--- config.mk ---
export PLATFORM = sky130hd
export DESIGN_NAME = id_ex_pipe_flat
export DESIGN_NICKNAME = d
export VERILOG_FILES = /design/src/rtl/id_ex_pipe_if.sv /design/src/rtl/id_ex_pipe.sv /design/src/flat_wrapper.sv
export SDC_FILE = /design/constraint.sdc
export NUM_CORES = 1
export LEC_CHECK = 0
export ABC_AREA = 1
export BUFFER_PORTS_ARGS = -buffer_cell sky130_fd_sc_hd__buf_2
export CORE_MARGIN = 8
export CORE_UTILIZATION = 45
export CTS_CLUSTER_DIAMETER = 30
export DETAILED_ROUTE_END_ITERATION = 10
export PLACE_DENSITY = 0.78
export SYNTH_ARGS = -nofsm -noshare
export SYNTH_HDL_FRONTEND = slang
export SYNTH_SLANG_ARGS = --single-unit
export TNS_END_PERCENT = 5
--- constraint.sdc ---
create_clock -name clk_i -period 1.94 [get_ports clk_i]
set_input_delay 0.097 -clock clk_i [delete_from_list [all_inputs] [get_ports clk_i]]
set_output_delay 0.097 -clock clk_i [all_outputs]
set_load 0.01 [all_outputs]
--- src/rtl/id_ex_pipe_if.sv ---
// ID/EX stage bundle: decoded instruction fields entering EX and the registered
// copies presented to the execute stage.
interface id_ex_pipe_if;
   logic        RegDst_i;
   logic        ALUSrc_i;
   logic        MemtoReg_i;
   logic        RegWrite_i;
   logic        MemRead_i;
   logic        MemWrite_i;
   logic [1:0]  ALUOp_i;
   logic [31:0] rs_data_i;
   logic [31:0] rt_data_i;
   logic [31:0] imm_i;
   logic [4:0]  rs_addr_i;
   logic [4:0]  rt_addr_i;
   logic [4:0]  rd_addr_i;
   logic [5:0]  funct_i;
   logic        valid_i;

   logic        ex_RegDst_o;
   logic        ex_ALUSrc_o;
   logic        ex_MemtoReg_o;
   logic        ex_RegWrite_o;
   logic        ex_MemRead_o;
   logic        ex_MemWrite_o;
   logic [1:0]  ex_ALUOp_o;
   logic [31:0] ex_rs_data_o;
   logic [31:0] ex_rt_data_o;
   logic [31:0] ex_imm_o;
   logic [4:0]  ex_rs_addr_o;
   logic [4:0]  ex_rt_addr_o;
   logic [4:0]  ex_rd_addr_o;
   logic [5:0]  ex_funct_o;
   logic        ex_valid_o;

   modport master (
      output RegDst_i, ALUSrc_i, MemtoReg_i, RegWrite_i, MemRead_i, MemWrite_i,
             ALUOp_i, rs_data_i, rt_data_i, imm_i, rs_addr_i, rt_addr_i,
             rd_addr_i, funct_i, valid_i,
      input  ex_RegDst_o, ex_ALUSrc_o, ex_MemtoReg_o, ex_RegWrite_o,
             ex_MemRead_o, ex_MemWrite_o, ex_ALUOp_o, ex_rs_data_o,
             ex_rt_data_o, ex_imm_o, ex_rs_addr_o, ex_rt_addr_o,
             ex_rd_addr_o, ex_funct_o, ex_valid_o
   );

   modport slave (
      input  RegDst_i, ALUSrc_i, MemtoReg_i, RegWrite_i, MemRead_i, MemWrite_i,
             ALUOp_i, rs_data_i, rt_data_i, imm_i, rs_addr_i, rt_addr_i,
             rd_addr_i, funct_i, valid_i,
      output ex_RegDst_o, ex_ALUSrc_o, ex_MemtoReg_o, ex_RegWrite_o,
             ex_MemRead_o, ex_MemWrite_o, ex_ALUOp_o, ex_rs_data_o,
             ex_rt_data_o, ex_imm_o, ex_rs_addr_o, ex_rt_addr_o,
             ex_rd_addr_o, ex_funct_o, ex_valid_o
   );
endinterface

--- src/rtl/id_ex_pipe.sv ---
// ID/EX pipeline register with load-use hazard detection, bubble insertion,
// flush/hold handling and a saturating bubble counter.
module id_ex_pipe (
   input  logic               clk_i,
   input  logic               rst_i,
   id_ex_pipe_if.slave        pipe,
   input  logic               flush_i,
   input  logic               hold_i,
   output logic               stall_o,
   output logic [15:0]        bubble_cnt_o
);

   typedef struct packed {
      logic        regdst;
      logic        alusrc;
      logic        memtoreg;
      logic        regwrite;
      logic        memread;
      logic        memwrite;
      logic [1:0]  aluop;
      logic [31:0] rs_data;
      logic [31:0] rt_data;
      logic [31:0] imm;
      logic [4:0]  rs_addr;
      logic [4:0]  rt_addr;
      logic [4:0]  rd_addr;
      logic [5:0]  funct;
      logic        valid;
   } stage_t;

   stage_t      id_stage;
   stage_t      ex_q, ex_d;
   logic [15:0] bubble_cnt_q, bubble_cnt_d;
   logic        load_use;

   // Side-effecting controls are squashed for non-instructions so X never leaks into EX.
   always_comb begin
      id_stage          = '0;
      id_stage.regdst   = pipe.RegDst_i;
      id_stage.alusrc   = pipe.ALUSrc_i;
      id_stage.memtoreg = pipe.MemtoReg_i;
      id_stage.regwrite = pipe.RegWrite_i & pipe.valid_i;
      id_stage.memread  = pipe.MemRead_i  & pipe.valid_i;
      id_stage.memwrite = pipe.MemWrite_i & pipe.valid_i;
      id_stage.aluop    = pipe.ALUOp_i;
      id_stage.rs_data  = pipe.rs_data_i;
      id_stage.rt_data  = pipe.rt_data_i;
      id_stage.imm      = pipe.imm_i;
      id_stage.rs_addr  = pipe.rs_addr_i;
      id_stage.rt_addr  = pipe.rt_addr_i;
      id_stage.rd_addr  = pipe.rd_addr_i;
      id_stage.funct    = pipe.funct_i;
      id_stage.valid    = pipe.valid_i;
   end

   assign load_use = pipe.valid_i & ex_q.valid & ex_q.memread &
                     (ex_q.rt_addr != 5'd0) &
                     ((ex_q.rt_addr == pipe.rs_addr_i) | (ex_q.rt_addr == pipe.rt_addr_i));

   assign stall_o = load_use | hold_i;

   always_comb begin
      // NOTE: defaults first so every path assigns every bit and no latch is inferred.
      ex_d         = ex_q;
      bubble_cnt_d = bubble_cnt_q;
      if (!hold_i) begin
         if (flush_i) begin
            ex_d = '0;
         end else if (load_use) begin
            ex_d = '0;
            if (bubble_cnt_q != 16'hFFFF) bubble_cnt_d = bubble_cnt_q + 16'd1;
         end else begin
            ex_d = id_stage;
         end
      end
   end

   // NOTE: state registers use non-blocking assignments so all flops update together.
   always_ff @(posedge clk_i) begin
      if (rst_i) begin
         ex_q         <= '0;
         bubble_cnt_q <= '0;
      end else begin
         ex_q         <= ex_d;
         bubble_cnt_q <= bubble_cnt_d;
      end
   end

   assign bubble_cnt_o       = bubble_cnt_q;
   assign pipe.ex_RegDst_o   = ex_q.regdst;
   assign pipe.ex_ALUSrc_o   = ex_q.alusrc;
   assign pipe.ex_MemtoReg_o = ex_q.memtoreg;
   assign pipe.ex_RegWrite_o = ex_q.regwrite;
   assign pipe.ex_MemRead_o  = ex_q.memread;
   assign pipe.ex_MemWrite_o = ex_q.memwrite;
   assign pipe.ex_ALUOp_o    = ex_q.aluop;
   assign pipe.ex_rs_data_o  = ex_q.rs_data;
   assign pipe.ex_rt_data_o  = ex_q.rt_data;
   assign pipe.ex_imm_o      = ex_q.imm;
   assign pipe.ex_rs_addr_o  = ex_q.rs_addr;
   assign pipe.ex_rt_addr_o  = ex_q.rt_addr;
   assign pipe.ex_rd_addr_o  = ex_q.rd_addr;
   assign pipe.ex_funct_o    = ex_q.funct;
   assign pipe.ex_valid_o    = ex_q.valid;

endmodule
--- src/flat_wrapper.sv ---
// flat-port wrapper written by rule: the top's interface ports become plain ports
module id_ex_pipe_flat 
  (clk_i, rst_i, flush_i, hold_i, stall_o, bubble_cnt_o, pipe_RegDst_i, pipe_ALUSrc_i, pipe_MemtoReg_i, pipe_RegWrite_i, pipe_MemRead_i, pipe_MemWrite_i, pipe_ALUOp_i, pipe_rs_data_i, pipe_rt_data_i, pipe_imm_i, pipe_rs_addr_i, pipe_rt_addr_i, pipe_rd_addr_i, pipe_funct_i, pipe_valid_i, pipe_ex_RegDst_o, pipe_ex_ALUSrc_o, pipe_ex_MemtoReg_o, pipe_ex_RegWrite_o, pipe_ex_MemRead_o, pipe_ex_MemWrite_o, pipe_ex_ALUOp_o, pipe_ex_rs_data_o, pipe_ex_rt_data_o, pipe_ex_imm_o, pipe_ex_rs_addr_o, pipe_ex_rt_addr_o, pipe_ex_rd_addr_o, pipe_ex_funct_o, pipe_ex_valid_o);
  id_ex_pipe_if pipe_i ();
  input  logic clk_i;
  input  logic rst_i;
  input  logic flush_i;
  input  logic hold_i;
  output logic stall_o;
  output logic [15:0] bubble_cnt_o;
  input wire logic [$bits(pipe_i.RegDst_i)-1:0] pipe_RegDst_i;
  input wire logic [$bits(pipe_i.ALUSrc_i)-1:0] pipe_ALUSrc_i;
  input wire logic [$bits(pipe_i.MemtoReg_i)-1:0] pipe_MemtoReg_i;
  input wire logic [$bits(pipe_i.RegWrite_i)-1:0] pipe_RegWrite_i;
  input wire logic [$bits(pipe_i.MemRead_i)-1:0] pipe_MemRead_i;
  input wire logic [$bits(pipe_i.MemWrite_i)-1:0] pipe_MemWrite_i;
  input wire logic [$bits(pipe_i.ALUOp_i)-1:0] pipe_ALUOp_i;
  input wire logic [$bits(pipe_i.rs_data_i)-1:0] pipe_rs_data_i;
  input wire logic [$bits(pipe_i.rt_data_i)-1:0] pipe_rt_data_i;
  input wire logic [$bits(pipe_i.imm_i)-1:0] pipe_imm_i;
  input wire logic [$bits(pipe_i.rs_addr_i)-1:0] pipe_rs_addr_i;
  input wire logic [$bits(pipe_i.rt_addr_i)-1:0] pipe_rt_addr_i;
  input wire logic [$bits(pipe_i.rd_addr_i)-1:0] pipe_rd_addr_i;
  input wire logic [$bits(pipe_i.funct_i)-1:0] pipe_funct_i;
  input wire logic [$bits(pipe_i.valid_i)-1:0] pipe_valid_i;
  output wire logic [$bits(pipe_i.ex_RegDst_o)-1:0] pipe_ex_RegDst_o;
  output wire logic [$bits(pipe_i.ex_ALUSrc_o)-1:0] pipe_ex_ALUSrc_o;
  output wire logic [$bits(pipe_i.ex_MemtoReg_o)-1:0] pipe_ex_MemtoReg_o;
  output wire logic [$bits(pipe_i.ex_RegWrite_o)-1:0] pipe_ex_RegWrite_o;
  output wire logic [$bits(pipe_i.ex_MemRead_o)-1:0] pipe_ex_MemRead_o;
  output wire logic [$bits(pipe_i.ex_MemWrite_o)-1:0] pipe_ex_MemWrite_o;
  output wire logic [$bits(pipe_i.ex_ALUOp_o)-1:0] pipe_ex_ALUOp_o;
  output wire logic [$bits(pipe_i.ex_rs_data_o)-1:0] pipe_ex_rs_data_o;
  output wire logic [$bits(pipe_i.ex_rt_data_o)-1:0] pipe_ex_rt_data_o;
  output wire logic [$bits(pipe_i.ex_imm_o)-1:0] pipe_ex_imm_o;
  output wire logic [$bits(pipe_i.ex_rs_addr_o)-1:0] pipe_ex_rs_addr_o;
  output wire logic [$bits(pipe_i.ex_rt_addr_o)-1:0] pipe_ex_rt_addr_o;
  output wire logic [$bits(pipe_i.ex_rd_addr_o)-1:0] pipe_ex_rd_addr_o;
  output wire logic [$bits(pipe_i.ex_funct_o)-1:0] pipe_ex_funct_o;
  output wire logic [$bits(pipe_i.ex_valid_o)-1:0] pipe_ex_valid_o;
  assign pipe_i.RegDst_i = pipe_RegDst_i;
  assign pipe_i.ALUSrc_i = pipe_ALUSrc_i;
  assign pipe_i.MemtoReg_i = pipe_MemtoReg_i;
  assign pipe_i.RegWrite_i = pipe_RegWrite_i;
  assign pipe_i.MemRead_i = pipe_MemRead_i;
  assign pipe_i.MemWrite_i = pipe_MemWrite_i;
  assign pipe_i.ALUOp_i = pipe_ALUOp_i;
  assign pipe_i.rs_data_i = pipe_rs_data_i;
  assign pipe_i.rt_data_i = pipe_rt_data_i;
  assign pipe_i.imm_i = pipe_imm_i;
  assign pipe_i.rs_addr_i = pipe_rs_addr_i;
  assign pipe_i.rt_addr_i = pipe_rt_addr_i;
  assign pipe_i.rd_addr_i = pipe_rd_addr_i;
  assign pipe_i.funct_i = pipe_funct_i;
  assign pipe_i.valid_i = pipe_valid_i;
  assign pipe_ex_RegDst_o = pipe_i.ex_RegDst_o;
  assign pipe_ex_ALUSrc_o = pipe_i.ex_ALUSrc_o;
  assign pipe_ex_MemtoReg_o = pipe_i.ex_MemtoReg_o;
  assign pipe_ex_RegWrite_o = pipe_i.ex_RegWrite_o;
  assign pipe_ex_MemRead_o = pipe_i.ex_MemRead_o;
  assign pipe_ex_MemWrite_o = pipe_i.ex_MemWrite_o;
  assign pipe_ex_ALUOp_o = pipe_i.ex_ALUOp_o;
  assign pipe_ex_rs_data_o = pipe_i.ex_rs_data_o;
  assign pipe_ex_rt_data_o = pipe_i.ex_rt_data_o;
  assign pipe_ex_imm_o = pipe_i.ex_imm_o;
  assign pipe_ex_rs_addr_o = pipe_i.ex_rs_addr_o;
  assign pipe_ex_rt_addr_o = pipe_i.ex_rt_addr_o;
  assign pipe_ex_rd_addr_o = pipe_i.ex_rd_addr_o;
  assign pipe_ex_funct_o = pipe_i.ex_funct_o;
  assign pipe_ex_valid_o = pipe_i.ex_valid_o;
  id_ex_pipe u_core (.clk_i(clk_i), .rst_i(rst_i), .pipe(pipe_i), .flush_i(flush_i), .hold_i(hold_i), .stall_o(stall_o), .bubble_cnt_o(bubble_cnt_o));
endmodule
==> results of run 1 <==
[synth_stat cells, drive strengths merged (7+ instances only)]
library cell | number | area [sq um]
buf | 32 | 188
nand4 | 14 | 93.8
nand2 | 190 | 728
dfxtp | 142 | 2840
a21oi | 126 | 631
nand3 | 132 | 733
nor2 | 46 | 178
clkbuf | 27 | 101
inv | 44 | 165
o21ai | 7 | 38.8
[worst max-delay path by stage]
| stage | end | depth (start not counted) | slack [ps] | startpoint |
|---|---|---|---|---|
| after floorplan | u_core.bubble_cnt_o[15] | 9 | 400 | u_core.bubble_cnt_o[1] |
| after global placement | u_core.pipe.ex_MemRead_o | 10 | 300 | u_core.pipe.ex_rt_addr_o[1] |
| after detailed placement | u_core.pipe.ex_rs_addr_o[4] | 10 | 240 | u_core.pipe.ex_rt_addr_o[2] |
| after CTS | stall_o | 10 | 10 | u_core.pipe.ex_rt_addr_o[2] |
| after global routing | stall_o | 11 | 7 | pipe_rs_addr_i[1] |
| final | stall_o | 11 | 150 | pipe_rs_addr_i[1] |
[worst max-delay path, stage by stage]
cell and delay [ps]:
dlygate4sd3_1 560, buf_2 150, inv_1 50, nand2_1 60, nand2_1 60, nor2_1 120, nand3_2 100, nand2_4 120
nand2_8 160, nand2_1 90, buf_2 130
[per-stage QoR]
stage	power (mW)	setup WS [ps]	instance area, sq um	hold WS, ps
final	7.35	146	9150	20.9
after global routing	7.59	6.76	9150	9.42
after CTS	7.32	10.5	9150	2.88
after detailed placement	3.76	243	7250	362
after global placement	3.76	296	7250	355
after floorplan	3.45	398	5790	240
[kinds of logic after synthesis]
logic type	count (synthesis)	share of synthesized area
DFF	142	0.491
adders and majority gates	1	0.00216
buffers and inverters	104	0.0790
and+or+nand+nor	386	0.303
xor gates and xnor gates	4	0.00605
AOI/OAI and AO/OA	135	0.119
[sequential cells by signal, indices dropped and copies added, names as in the netlist]
name	count
u_core.pipe.ex_ALUSrc_o	1
u_core.pipe.ex_rt_addr_o	5
u_core.pipe.ex_rd_addr_o	5
u_core.pipe.ex_MemWrite_o	1
u_core.pipe.ex_valid_o	1
u_core.pipe.ex_RegWrite_o	1
u_core.pipe.ex_ALUOp_o	2
u_core.pipe.ex_rs_addr_o	5
u_core.pipe.ex_MemRead_o	1
u_core.pipe.ex_MemtoReg_o	1
u_core.pipe.ex_RegDst_o	1
u_core.pipe.ex_rt_data_o	32
u_core.pipe.ex_funct_o	6
u_core.pipe.ex_rs_data_o	32
u_core.bubble_cnt_o	16
u_core.pipe.ex_imm_o	32
[repair_timing]
item                                    in CTS  in global routing
endpoints found under the setup margin       1                  1
cloned                                       0                  1
hold buffers                               125                  0
endpoints found under the hold margin      125                  0
pin swaps                                    1                  1
gates resized for setup                      8                  0
[metal layers]
layer  vias up  routed length, um
li1       3288                  -
met1      3258               8620
met2       462              11300
met3       103               2530
met4         0               1290
met5         -                  0
[power breakdown]
part	leakage (nW)	internal, mW	switching, mW
Sequential	1.16	3.02	0.0567
Combinational	2.74	0.432	0.449
Clock	0.294	2.15	1.24
Total	4.19	5.60	1.75
[final cells by class]
cell class,count,area (sq um),area share
Inverter,45,169,0.0185
Antenna cell,3,7.51,0.000820
Multi-Input combinational cell,527,2520,0.275
Sequential cell,142,2850,0.311
Tap cell,172,215,0.0235
Timing Repair Buffer,409,2770,0.303
Clock inverter,10,135,0.0148
Clock buffer,22,484,0.0529
==> qor.yml, run 1 <==
die_w_um: 129
fin_crit_ps: 1790
powerDensity_mw_per_mm2: 803
grt.met2_usage: 0.460
cp-end-kind: "output pin"
status: "completed"
grt_pass1_vias: 7035
numCtsBuffers: 17
cts_tree: "built"
layout_common_cells: "buf_2 (270), nand2_1 (188), dfxtp_1 (137)"
grtUsageMet1: 0.297
drv_slew: 0
hold-path-cell-count: 3
synthCells: 772
critical_path_required_ps: 1840
grt_overflow: 0
crit_arrival_ps: 1700
die_area_sq_mm: 0.0168
clkSinkCount: 142
fin_worst_skew_ps: 8.90
synthArstFlopShare: 0
seq_area_frac_synth: 0.491
fmax_mhz: 557
dp.cells: 1170
ir_drop_mv: 0.520
num_rows: 41
synth_edf_count: 0
postCtsSetupRepairBufs: 0
io_buffers: 272
slew_headroom: 0.592
wire_per_inst_um: 17.9
tns_ps: 0
grt_pass1_wl_um: 36700
viasPerCell: 5.35
fin_cells: 1330
wl_um: 23800
drv_cap: 0
syn_to_final_growth_pct: 57.9
clockRootBuffer: "clkbuf_16"
drc: 0
ctsLongestPathBuffers: 2
firstDrtPassIters: 7
crit_type: "in2out"
num_vias: 7111
hp-start: "pipe_valid_i"
r2r-start: "u_core.bubble_cnt_o[0]"
cts.clk_slew.worst_paths_ps: 60
rr_worst_depth: 9
yosysUniqueCellTypes: 29
r2r_end: "u_core.bubble_cnt_o[0]"
chipHeight_um: 129
whs_endpoint: "u_core.pipe.ex_RegWrite_o"
grt_max_degree: 128
period_share: 0.925
layout_commonest_cell: "buf_2"
use_met3: 0.0920
grt_most_used_layer: "met2"
path_max_fanout: 21
fill_cells: 879
rsz0062_at_grt: "no"
drtAntennaViolNets: 0
core_area_sq_mm: 0.0126
syn_avg_cell_area_sq_um: 7.51
worst_pin_slew_ps: 612
syn_area_sq_mm: 0.00579
postSynthNetCount: 903
rrSetupSlack_ps: 260
final_util: 0.725
nets: 1273
worst_setup_path_start_kind: "input pin"
antenna_found_initial: 1
grt.total_usage: 0.275
dpl.hpwl_um: 12700
clock_latency_ps: 410
setup_viol: 0
gp_congestion: 0.840
drive_gt1_frac: 0.301
yosysWarnings: 0
drtIter0Drc: 645
yosys_register_bits: 142
initial_core_util: 0.459
pin_count: 273
hold_violations: 0
htreeDepth: 4
leakage_nw: 4.19
hold_path_class: "in2reg"
synth_flop_cell: "dfxtp_1"
Power figures use the tool's default switching activity.
==> run 2, diff against run 1 <==
Clock period 1.94 ns to 1.85 ns, I/O delays scaled along.
==> run 2 against run 1 <==
Net effect:
- largest cell class unchanged
- highest routed layer unchanged
- global-route usage shrank 0.69 points
- critical path type is now reg2out
- cell area grew 0.25%
- clock-buffer cell count is the same
==> qor.yml, run 2 (synthesized netlist as in run 1, its figures left out) <==
critical_path_required_ps: 1760  # was 1840 ps
viasPerCell: 5.29  # was 5.35
drive_gt1_frac: 0.298  # was 0.301
drtIter0Drc: 691  # was 645
nets: 1273  # unchanged
tns_ps: 0  # unchanged
rsz0062_at_grt: "no"  # unchanged
dp.cells: 1168  # was 1170
place_ws_ps: 192  # was 243 ps
final_util: 0.727  # was 0.725
gp_congestion: 0.811  # was 0.840
cpMostUsedCell: "nand2_1"  # unchanged
fmax_mhz: 573
drv_slew: 0  # unchanged
drtAntennaViolNets: 0  # unchanged
grt.total_usage: 0.268  # was 0.275
rr_worst_depth: 9  # unchanged
num_rows: 41  # unchanged
numCtsBuffers: 17  # unchanged
crit_arrival_ps: 1650  # was 1700 ps
htreeDepth: 4  # unchanged
leakage_nw: 4.19  # about the same
status: "completed"  # unchanged
ctsLongestPathBuffers: 2  # unchanged
drc: 0  # unchanged
cts_tree: "built"  # unchanged
r2r-start: "u_core.bubble_cnt_o[0]"  # unchanged
fin_crit_ps: 1740
powerDensity_mw_per_mm2: 835  # was 803 mW/mm^2
fin_worst_skew_ps: 8.37  # was 8.90 ps
hold_path_class: "in2reg"  # unchanged
layout_common_cells: "buf_2 (270), nand2_1 (188), dfxtp_1 (137)"  # unchanged
die_area_sq_mm: 0.0168  # unchanged
core_area_sq_mm: 0.0126  # unchanged
cp_slowest_cell: "dfxtp_2"  # was dlygate4sd3_1
crit_type: "reg2out"  # was in2out
wl_um: 23400  # was 23800 um
grt_overflow: 0  # unchanged
pin_count: 273  # unchanged
clockRootBuffer: "clkbuf_16"  # unchanged
clkSinkCount: 142  # unchanged
rrSetupSlack_ps: 160  # was 260 ps
crit_path_max_incr_delay_ps: 360  # was 560 ps
grt_max_degree: 128  # unchanged
layout_commonest_cell: "buf_2"  # unchanged
worst_setup_path_start_kind: "flip-flop"  # was input pin
cp-end-kind: "output pin"  # unchanged
io_buffers: 272  # unchanged
syn_to_final_growth_pct: 58.3  # was 57.9%
num_vias: 7063  # was 7111
grt_pass1_vias: 7066  # was 7035
fin_cells: 1334  # was 1330
setup_viol: 0  # unchanged
wire_per_inst_um: 17.6  # was 17.9 um
firstDrtPassIters: 6  # was 7
antenna_found_initial: 1  # unchanged
cp_cell_sequence: "inv_2 > nand2_1 > nand2_1 > nor2_1 > nand3_2 > nand2_4 > nand2_8 > nand2_1 > buf_2"  # was dlygate4sd3_1 > buf_2 > inv_1 > nand2_1 > nand2_1 > nor2_1 > nand3_2 > nand2_4 > nand2_8 > nand2_1 > buf_2
hp-start: "flush_i"  # was pipe_valid_i
postCtsSetupRepairBufs: 0  # unchanged
worst_pin_slew_ps: 600  # was 612 ps
clock_latency_ps: 420  # was 410 ps
period_share: 0.943
hold_violations: 0  # unchanged
path_max_fanout: 14  # was 21
ir_drop_mv: 0.478  # was 0.520 mV
die_w_um: 129  # unchanged
fill_cells: 885  # was 879
initial_core_util: 0.459  # unchanged
finalPower_mw: 7.66  # was 7.35 mW
slew_headroom: 0.600  # was 0.592
fin_ws_ps: 105  # was 146 ps
chipHeight_um: 129  # unchanged
whs_endpoint: "u_core.bubble_cnt_o[5]"  # was u_core.pipe.ex_RegWrite_o
hold-path-cell-count: 7  # was 3
cts.clk_slew.worst_paths_ps: 60  # about the same
drv_cap: 0  # unchanged
dpl.hpwl_um: 12400  # was 12700 um
r2r_end: "u_core.bubble_cnt_o[4]"  # was u_core.bubble_cnt_o[0]
grt_pass1_wl_um: 35800  # was 36700 um
[run 2: changes by cell type in the layout (fill, tap and decap cells not counted), sizes merged]
cell / delta
clkinvlp: -1
buf: -2
diode: +5
dlygate4sd3: +2
[run 2: layout make-up]
type / count / area [sq um] / share of cell area
Multi-Input combinational cell: 527 / 2520 / 0.275
Inverter: 45 / 169 / 0.0184
Clock buffer: 22 / 474 / 0.0517
Antenna cell: 8 / 20.0 / 0.00218
Sequential cell: 142 / 2850 / 0.311
Timing Repair Buffer: 409 / 2790 / 0.304
Tap cell: 172 / 215 / 0.0235
Clock inverter: 9 / 135 / 0.0147
[run 2: report_power, final]
| group | leakage, nW | switching, mW | internal, mW |
|---|---|---|---|
| registers | 1.16 | 0.0584 | 3.16 |
| logic | 2.74 | 0.466 | 0.456 |
| clock network | 0.288 | 1.29 | 2.22 |
| total | 4.19 | 1.82 | 5.84 |
[run 2: how the worst max path moves through the flow]
stage | end | slack (ps) | startpoint | cells past startpoint
after floorplan | u_core.bubble_cnt_o[15] | 310 | u_core.bubble_cnt_o[1] | 9
final | stall_o | 110 | u_core.pipe.ex_rt_addr_o[1] | 9
after global placement | u_core.bubble_cnt_o[0] | 280 | u_core.pipe.ex_rt_addr_o[4] | 10
after CTS | stall_o | 10 | u_core.pipe.ex_rt_addr_o[0] | 9
after global routing | stall_o | 1 | u_core.pipe.ex_rt_addr_o[3] | 9
after detailed placement | u_core.bubble_cnt_o[4] | 190 | u_core.bubble_cnt_o[0] | 9
[run 2: what timing repair did]
action,CTS,global route
gates cloned,0,1
hold endpoints to repair,125,0
setup endpoints to repair,1,1
pin swaps,0,1
hold buffers,127,0
gates resized for setup,1,6
[run 2: critical path, delay by kind of cell, from the launching register on]
family / cells / cell delay [ps]
buffers and inverters: 2 / 180
flip-flops: 1 / 360
AND/OR/NAND/NOR: 7 / 690
[run 2: layer usage]
layer,GRT usage,vias to the layer above,wire length [um]
li1,-,3293,-
met1,0.285,3211,8490
met2,0.450,445,11300
met3,0.0883,114,2430
met4,0.173,0,1250
met5,0,-,0
[run 2: stage by stage]
stage / hold slack, ps / instance area (sq um)
after floorplan: 236 / 5790
after global placement: 353 / 7250
after detailed placement: 359 / 7250
after CTS: 224 / 9130
after global routing: 282 / 9160
final: 238 / 9170
==> run 3, diff against run 2 <==
Settings changed: CAP_MARGIN set to 20, CORE_MARGIN 8 to 2, CORE_UTILIZATION 45 to 47, PLACE_DENSITY 0.78 to 0.81.
==> run 3 against run 2 <==
Net effect:
- utilization is 3.8 points higher
- worst setup slack worse by 39 ps
- first-iteration DRC count is 24% higher
- hold slack better by 7.0 ps
- cell area is 0.15% higher
- wire length is 11% lower
- sequential power hardly changed
- maximum frequency is 2.2% lower
- non-clock buffer count is 2 higher
- sequential cell count stayed put
- sequential share of layout area is 0.062 points higher
- global-route usage is 3.4 points higher
- critical path type unchanged
- highest routed layer unchanged
==> qor.yml, run 3 (synthesized netlist as in run 1, its figures left out) <==
chipHeight_um: 115  # was 129 um
syn_to_final_growth_pct: 58.6  # was 58.3%
drc: 0  # unchanged
worst_setup_path_start_kind: "flip-flop"  # unchanged
fill_cells: 765  # was 885
clock_latency_ps: 420  # about the same
path_max_fanout: 5  # was 14
fin_worst_skew_ps: 10.5  # was 8.37 ps
initial_core_util: 0.482  # was 0.459
final_util: 0.765  # was 0.727
num_rows: 40  # was 41
powerDensity_mw_per_mm2: 827  # was 835 mW/mm^2
clockRootBuffer: "clkbuf_16"  # unchanged
worst_pin_slew_ps: 613  # was 600 ps
hold_slack_ps: 245  # was 238 ps
fin_crit_ps: 1780  # was 1740 ps
cts.clk_slew.worst_paths_ps: 60  # about the same
crit_type: "reg2out"  # unchanged
cp_cell_sequence: "inv_2 > nand2_1 > nand2_1 > nor2_2 > nand3_2 > nand2_4 > nand2_8 > buf_16 > nand2_1 > buf_2"  # was inv_2 > nand2_1 > nand2_1 > nor2_1 > nand3_2 > nand2_4 > nand2_8 > nand2_1 > buf_2
drv_cap: 0  # unchanged
drtAntennaViolNets: 0  # unchanged
die_area_sq_mm: 0.0132  # was 0.0168 sq mm
crit_arrival_ps: 1690  # was 1650 ps
fmax_mhz: 561  # was 573 MHz
cp-end-kind: "output pin"  # unchanged
viasPerCell: 5.31  # was 5.29
htreeDepth: 4  # unchanged
hold_violations: 0  # unchanged
hold_path_class: "in2reg"  # unchanged
wire_per_inst_um: 16.0  # was 17.6 um
core_area_sq_mm: 0.0120  # was 0.0126 sq mm
numCtsBuffers: 17  # unchanged
nets: 1274  # was 1273
cts_tree: "built"  # unchanged
cp_slowest_cell: "dfxtp_4"  # was dfxtp_2
period_share: 0.964  # was 0.943
drv_slew: 0  # unchanged
clkSinkCount: 142  # unchanged
grt_pass1_vias: 6505  # was 7066
gp_congestion: 0.792  # was 0.811
setup_viol: 0  # unchanged
drtIter0Drc: 854  # was 691
cpMostUsedCell: "nand2_1"  # unchanged
antenna_found_initial: 1  # unchanged
crit_buf_inv: 3  # was 2
ctsLongestPathBuffers: 2  # unchanged
grt_pass1_wl_um: 31600  # was 35800 um
grt_max_degree: 128  # unchanged
crit_family: "simple AND/OR/NAND/NOR gates"  # unchanged
wl_um: 21000  # was 23400 um
critical_path_required_ps: 1760  # about the same
drive_gt1_frac: 0.301  # was 0.298
grt.total_usage: 0.302  # was 0.268
status: "completed"  # unchanged
io_buffers: 272  # unchanged
firstDrtPassIters: 6  # unchanged
crit_path_max_incr_delay_ps: 370  # was 360 ps
leakage_nw: 4.19  # about the same
layout_commonest_cell: "buf_2"  # unchanged
dpl.hpwl_um: 10500  # was 12400 um
num_vias: 6935  # was 7063
ir_drop_mv: 0.640  # was 0.478 mV
tns_ps: 0  # unchanged
grt_overflow: 0  # unchanged
pin_count: 273  # unchanged
slew_headroom: 0.591  # was 0.600
die_w_um: 115  # was 129 um
layout_common_cells: "buf_2 (270), nand2_1 (188), dfxtp_1 (137)"  # unchanged
## run 3: changes by cell type in the layout (fill, tap and decap cells not counted), moves of 2 or more
cell | before | now
buf_12 | 6 | 4
dfxtp_4 | 1 | 5
diode_2 | 8 | 3
clkinvlp_4 | 3 | 5
nor2_1 | 43 | 41
clkinv_4 | 2 | 0
dfxtp_2 | 4 | 0
## run 3: layout make-up
| class | count | area [sq um] | area share |
|---|---|---|---|
| Clock inverter | 10 | 138 | 0.0150 |
| Timing Repair Buffer | 411 | 2840 | 0.309 |
| Antenna cell | 3 | 7.51 | 0.000817 |
| Clock buffer | 22 | 464 | 0.0505 |
| Sequential cell | 142 | 2860 | 0.311 |
| Inverter | 45 | 169 | 0.0184 |
| Tap cell | 147 | 184 | 0.0200 |
| Multi-Input combinational cell | 526 | 2520 | 0.275 |
## run 3: layer usage
metal | share of wire | routed length, um | up-vias | track usage
met5 | 0 | 0 | - | 0
met4 | 0.051 | 1080 | 0 | 0.194
met3 | 0.088 | 1840 | 97 | 0.0807
met2 | 0.49 | 10300 | 434 | 0.515
met1 | 0.37 | 7710 | 3107 | 0.333
li1 | - | - | 3297 | -
## run 3: path summary, 6_finish.rpt
kind | end | cells after the start | slack (ps) | from
min | u_core.bubble_cnt_o[3] | 7 | 240 | flush_i
min reg2reg | u_core.pipe.ex_rt_data_o[2] | 2 | 460 | u_core.pipe.ex_rt_data_o[2]
max reg2reg | u_core.pipe.ex_imm_o[17] | 11 | 180 | u_core.pipe.ex_rt_addr_o[2]
max | stall_o | 10 | 70 | u_core.pipe.ex_rt_addr_o[2]
## run 3: report_power, final
part | total, mW | leakage [nW] | switching, mW | internal (mW)
clock | 3.47 | 0.278 | 1.28 | 2.19
sequential | 3.22 | 1.16 | 0.0581 | 3.16
combinational | 0.912 | 2.75 | 0.456 | 0.456
## run 3: what timing repair did
item                                    4_1_cts  5_1_grt
cloned                                        1        1
gates resized for setup                       6       10
hold buffers                                127        0
hold endpoints to repair                    126        0
endpoints found under the setup margin        1        2
setup buffers                                 1        1
pin swaps                                     1        3
## run 3: tightest hold or removal path, delay by kind of cell
kind	cells	cell delay (ps)
and+or+nand+nor	5	320
buffers and inverters	2	200
## run 3: metrics by stage
step / cell area, sq um / cells / setup slack (ps) / power, mW
6_report: 9190 / 1306 / 66.0 / 7.59
5_1_grt: 9180 / 1304 / -29.0 / 7.84
4_1_cts: 9110 / 1301 / 4.24 / 7.59
3_5_place_dp: 7190 / 1140 / 210 / 3.93
3_3_place_gp: 7190 / 1140 / 265 / 3.92
2_1_floorplan: 5790 / 772 / 308 / 3.62
